[src/rtl/i2c_slave_responder.sv]
// i2c_slave_responder: I2C target with 7-bit address match, register pointer and byte register file
// Ports: clk, rst (async, active-high); i_scl/i_sda bus inputs, o_sda_oe open-drain pull-low enable;
//        i_reg_we/i_reg_waddr/i_reg_wdata local register write; o_wr_valid/o_wr_addr/o_wr_data bus
//        write commit; o_busy addressed-transaction flag.
// Option: define I2C_SLV_AUTOINC_EN to advance the pointer after each written or master-ACKed read byte.
module i2c_slave_responder #(
    parameter logic [6:0] C_DEV_ADDR = 7'h50,
    parameter int         C_DEPTH    = 16,
    localparam int        PW         = $clog2(C_DEPTH)
) (
    input  logic          clk,
    input  logic          rst,
    input  logic          i_scl,
    input  logic          i_sda,
    output logic          o_sda_oe,
    input  logic          i_reg_we,
    input  logic [PW-1:0] i_reg_waddr,
    input  logic [7:0]    i_reg_wdata,
    output logic          o_wr_valid,
    output logic [PW-1:0] o_wr_addr,
    output logic [7:0]    o_wr_data,
    output logic          o_busy
);
    typedef enum logic [3:0] {
        IDLE, ADDR, ADDR_ACK, PTR, PTR_ACK, WDATA, WDATA_ACK, RDATA, RACK, IGNORE
    } state_t;

    state_t        state, state_n;
    logic [2:0]    scl_s, sda_s;
    logic          scl_rise, scl_fall, sda_rise, sda_fall;
    logic [7:0]    sh, sh_n;
    logic [3:0]    cnt, cnt_n;
    logic [PW-1:0] ptr, ptr_n, ptr_inc;
    logic          rd, rd_n, oe_n, busy_n, commit, load, last, match;
    logic [7:0]    regs [C_DEPTH];
    logic [7:0]    rbyte;

`ifdef I2C_SLV_AUTOINC_EN
    assign ptr_inc = ptr + 1'b1;
`else
    assign ptr_inc = ptr;
`endif

    assign rbyte = regs[ptr];
    assign last  = scl_fall && cnt == 4'd8;
    assign match = sh[7:1] == C_DEV_ADDR;

    // Edge pulses are registered, so scl_s[2]/sda_s[2] are the levels aligned with them.
    always_ff @(posedge clk or posedge rst) begin
        if (rst) begin
            scl_s    <= 3'b111;
            sda_s    <= 3'b111;
            scl_rise <= 1'b0;
            scl_fall <= 1'b0;
            sda_rise <= 1'b0;
            sda_fall <= 1'b0;
        end else begin
            scl_s    <= {scl_s[1:0], i_scl};
            sda_s    <= {sda_s[1:0], i_sda};
            scl_rise <= scl_s[1] & ~scl_s[2];
            scl_fall <= ~scl_s[1] & scl_s[2];
            sda_rise <= sda_s[1] & ~sda_s[2];
            sda_fall <= ~sda_s[1] & sda_s[2];
        end
    end

    always_comb begin
        state_n = state;
        sh_n    = sh;
        cnt_n   = cnt;
        ptr_n   = ptr;
        rd_n    = rd;
        oe_n    = o_sda_oe;
        busy_n  = o_busy;
        commit  = 1'b0;
        load    = 1'b0;
        if (scl_rise && (state == ADDR || state == PTR || state == WDATA)) begin
            sh_n  = {sh[6:0], sda_s[2]};
            cnt_n = cnt + 4'd1;
        end
        if (scl_rise && state == RDATA) cnt_n = cnt + 4'd1;
        case (state)
            ADDR: if (last) begin
                rd_n    = sh[0];
                oe_n    = match;
                busy_n  = o_busy | match;
                state_n = match ? ADDR_ACK : IGNORE;
            end
            ADDR_ACK, PTR_ACK, WDATA_ACK: if (scl_fall) begin
                cnt_n = 4'd0;
                if (state == ADDR_ACK && rd) begin
                    load = 1'b1;
                end else begin
                    oe_n    = 1'b0;
                    state_n = state == ADDR_ACK ? PTR : WDATA;
                end
            end
            PTR: if (last) begin
                ptr_n   = sh[PW-1:0];
                oe_n    = 1'b1;
                state_n = PTR_ACK;
            end
            WDATA: if (last) begin
                commit  = 1'b1;
                ptr_n   = ptr_inc;
                oe_n    = 1'b1;
                state_n = WDATA_ACK;
            end
            RDATA: if (scl_fall) begin
                if (cnt == 4'd8) begin
                    oe_n    = 1'b0;
                    state_n = RACK;
                end else begin
                    sh_n = {sh[6:0], 1'b0};
                    oe_n = ~sh[6];
                end
            end
            RACK: begin
                if (scl_rise) begin
                    state_n = sda_s[2] ? IGNORE : RACK;
                    ptr_n   = sda_s[2] ? ptr : ptr_inc;
                end
                if (scl_fall) load = 1'b1;
            end
            default: ;
        endcase
        if (load) begin
            sh_n    = rbyte;
            oe_n    = ~rbyte[7];
            cnt_n   = 4'd0;
            state_n = RDATA;
        end
        if (sda_fall && scl_s[2]) begin
            state_n = ADDR;
            cnt_n   = 4'd0;
            oe_n    = 1'b0;
        end
        if (sda_rise && scl_s[2]) begin
            state_n = IDLE;
            oe_n    = 1'b0;
            busy_n  = 1'b0;
        end
    end

    always_ff @(posedge clk or posedge rst) begin
        if (rst) begin
            state      <= IDLE;
            sh         <= 8'h00;
            cnt        <= 4'd0;
            ptr        <= '0;
            rd         <= 1'b0;
            o_sda_oe   <= 1'b0;
            o_busy     <= 1'b0;
            o_wr_valid <= 1'b0;
            o_wr_addr  <= '0;
            o_wr_data  <= 8'h00;
        end else begin
            state      <= state_n;
            sh         <= sh_n;
            cnt        <= cnt_n;
            ptr        <= ptr_n;
            rd         <= rd_n;
            o_sda_oe   <= oe_n;
            o_busy     <= busy_n;
            o_wr_valid <= commit;
            if (commit) begin
                o_wr_addr <= ptr;
                o_wr_data <= sh;
            end
        end
    end

    // Bus commit is scheduled last so it wins a same-address collision with a local write.
    always_ff @(posedge clk or posedge rst) begin
        if (rst) begin
            for (int i = 0; i < C_DEPTH; i++) regs[i] <= 8'h00;
        end else begin
            if (i_reg_we) regs[i_reg_waddr] <= i_reg_wdata;
            if (commit) regs[ptr] <= sh;
        end
    end
endmodule

[config.mk]
export PLATFORM = sky130hd
export DESIGN_NAME = i2c_slave_responder
export DESIGN_NICKNAME = d
export VERILOG_FILES = /design/src/rtl/i2c_slave_responder.sv
export SDC_FILE = /design/constraint.sdc
export NUM_CORES = 1
export LEC_CHECK = 0
export BUFFER_PORTS_ARGS = -buffer_cell sky130_fd_sc_hd__buf_2
export CAP_MARGIN = 10
export CELL_PAD_IN_SITES_DETAIL_PLACEMENT = 1
export CELL_PAD_IN_SITES_GLOBAL_PLACEMENT = 1
export CORE_ASPECT_RATIO = 0.6
export CORE_MARGIN = 2
export CORE_UTILIZATION = 54
export CTS_CLUSTER_DIAMETER = 150
export DETAILED_ROUTE_END_ITERATION = 8
export PLACE_DENSITY = 0.84
export SETUP_SLACK_MARGIN = 0.2
export SLEW_MARGIN = 20
export SYNTH_ARGS = -nofsm -noshare
export SYNTH_HDL_FRONTEND = slang
export SYNTH_SLANG_ARGS = --single-unit
[constraint.sdc]
create_clock -name clk -period 17.2 [get_ports clk]
set_clock_uncertainty 0.1 [all_clocks]
set_input_delay 3.44 -clock clk [delete_from_list [all_inputs] [get_ports clk]]
set_output_delay 3.44 -clock clk [all_outputs]
set_load 0.1 [all_outputs]
==> results.json <==
{
  "worstPathArrival_ps": 5380,
  "synthXorXnorAreaFrac": 0.00284,
  "io_pins": 32,
  "grt_pass1_wl_mm": 47.1,
  "ys_seq_area_frac": 0.471,
  "setup-tns-final_ps": 0,
  "cp-start-kind": "input port",
  "p_per_area_nw_per_um2": 129,
  "p_switching_mw": 0.458,
  "r2r_cells": 6,
  "synth_top_area_frac": 0.454,
  "synth_area_leaders": "dfrtp_1 (45%), mux2i_1 (15%), mux4_2 (7.5%)",
  "p_comb_frac": 0.179,
  "worstPathRequired_ps": 17370,
  "hpwl_mm": 19.5,
  "hold_viol": 0,
  "maxSlewHeadroom": 0.247,
  "sw_frac_of_total": 0.352,
  "drive_gt1_frac": 0.141,
  "synth.area.mux_share": 0.238,
  "ctsResizeCount": 0,
  "p_int_mw": 0.841,
  "die_area_sq_um": 18300,
  "cp-end-kind": "flop",
  "p_leak_nw": 4.30,
  "synth_edf_count": 0,
  "grt_pass1_vias": 7931,
  "syn_inst": 883,
  "status": "finished, final reports clean",
  "crit_path_max_fanout": 8,
  "max_freq_mhz": 192,
  "setup_viol": 0,
  "hold_depth": 0,
  "ys_seq_elements": 174,
  "core_sq_um": 16900,
  "clk_pin_slew_worst_paths_ps": 80,
  "critPathKind": "in -> reg",
  "total_power_mw": 1.30,
  "cts_inserted_buffers": 17,
  "synthTopCellsByCount": "dfrtp_1 (168), mux2i_1 (137), nor2_1 (100)",
  "cts-root-buf": "clkbuf_16",
  "clock_latency_ps": 450,
  "period_minus_slack_ps": 5210,
  "drc": 0,
  "initial_core_util": 0.547,
  "dr.pass1.iters": 7,
  "cts.sinks": 174,
  "vias": 7357,
  "hold_class": "reg -> reg",
  "die_w_microns": 173,
  "final_util": 0.593,
  "post_drt_via_cell_ratio": 6.60,
  "grt_overflow": 0,
  "finish.instance_area_sq_um": 10100,
  "slowest_delay_ps": 910,
  "htree_num_levels": 4,
  "routed_wl_mm": 30.3,
  "synth-compound-area-share": 0.119,
  "synth_area_per_cell_sq_um": 10.5,
  "grt_max_degree": 102,
  "cts_tree": "done",
  "yosysTopAreaCell": "dfrtp_1",
  "rows": 37,
  "ys.flop_type": "dfrtp_1",
  "finalCritPeriodShare": 0.303,
  "wl_per_cell_microns": 27.2,
  "syn-num-nets": 902,
  "synthAdderAreaFrac": 0.00270,
  "ir_worst_vdd_mv": 0.0653,
  "setup_slack_ps": 11990,
  "dpl_worst_slack_ps": 11630,
  "nets": 884,
  "yosysUniqueCellTypes": 61,
  "cts-hold-fix-buffers": 0,
  "placed_cell_area_sq_um": 9420,
  "worst_pin_slew_ps": 1130,
  "yosysMostFrequentCell": "dfrtp_1",
  "grtUsageTotal": 0.345,
  "yosys.area_share.simple": 0.128,
  "syn_to_final_growth_pct": 8.51,
  "synth_top_family_by_area": "multiplexers",
  "worstPathCellList": "buf_2 > nor3b_1 > nor2b_1 > mux2i_1 > o21ai_0",
  "ant_nets": 0,
  "clock_path_buffers": 2,
  "portBuffers": 31,
  "rsz0062_at_grt": "false",
  "dieHeight_microns": 105,
  "gp_congestion": 0.887,
  "async_flop_share": 1.00,
  "drt_iter0_markers": 710,
  "cap_violations": 0,
  "synth_area_sq_um": 9270,
  "p_clk_frac": 0.325,
  "yosysWarnings": 0,
  "finalMaxSlewViolations": 0,
  "critPathSlowestCell": "nor2b_1",
  "postCtsSetupBuffers": 0,
  "seqPwrFrac": 0.496,
  "antenna_found_initial": 2
}
-- critical path, delay by kind of cell --
family,cells,cell delay [ps]
AND/OR/NAND/NOR,2,1380
AO/OA/AOI/OAI,1,120
buffers and inverters,1,120
multiplexers,1,310
-- metal layers --
| layer | global-route usage | share of wire | up-vias |
|---|---|---|---|
| met1 | 0.471 | 0.43 | 3834 |
| met2 | 0.529 | 0.46 | 350 |
| met3 | 0.0956 | 0.085 | 65 |
| li1 | - | - | 3106 |
| met5 | 0.0194 | 0.0014 | - |
| met4 | 0.134 | 0.023 | 2 |
-- cells by family (layout without fill, tap and decap cells) --
family / Yosys count / after routing
simple gates: 258 / 258
compound gates: 190 / 190
mux: 176 / 176
flops: 174 / 174
buf+inv: 80 / 75
xor+xnor: 3 / 3
fa+ha+maj: 2 / 2
other cells: 0 / 2
-- power by group through the flow --
stage / logic (mW) / registers (mW) / clock network, mW
after CTS: 0.230 / 0.634 / 0.422
after global routing: 0.253 / 0.649 / 0.439
final: 0.233 / 0.644 / 0.422
after global placement: 0.205 / 0.627 / 0
after floorplan: 0.219 / 0.536 / 0
after detailed placement: 0.225 / 0.638 / 0
-- layout make-up --
cell class              instances  area (sq um)
fillers                      1803          6890
multi-input cells             629          4550
flip-flops and latches        174          4360
clock buffers                  19           443
well taps                     234           293
clock inverters                13           179
repair buffers                 34           178
inverters                       9          38.8
diodes                          2          5.00
-- sequential cells by signal, indices dropped and copies added (netlist names), 3 cells and up --
name       count
o_wr_addr      4
o_wr_data      8
sda_s          3
cnt            4
sh             8
state          4
regs         128
scl_s          3
ptr            4
-- worst paths after layout --
check | from | to | slack, ps
setup / recovery | i_reg_waddr[2] | regs[99]$_DFF_PP0_ | 11990
hold / removal | scl_s[0]$_DFF_PP1_ | scl_s[1]$_DFF_PP1_ | 260
setup reg to reg | ptr[1]$_DFFE_PP0P_ | regs[104]$_DFF_PP0_ | 14230
hold reg to reg | scl_s[0]$_DFF_PP1_ | scl_s[1]$_DFF_PP1_ | 260
max in group asynchronous | rst | ptr[0]$_DFFE_PP0P_ | 12290
min in group asynchronous | rst | regs[45]$_DFF_PP0_ | 3070
-- through the flow --
stage	hold slack (ps)	cells
after floorplan	245	883
after global placement	246	1080
after detailed placement	249	1080
after CTS	260	1112
after global routing	266	1112
final	260	1114
-- layout by cell type (no fill, tap or decap), types with 13 or more instances in the layout --
master,synthesis,layout
a21oi_1,86,86
o21ai_0,38,38
buf_2,30,31
clkbuf_16,0,17
mux4_2,31,31
mux2i_1,137,137
dfrtp_1,168,167
nor2_1,100,98
nor2b_1,13,13
nand2_1,99,99
o21ai_1,29,29
a22o_1,14,14
(Power assumes the default switching activity.)
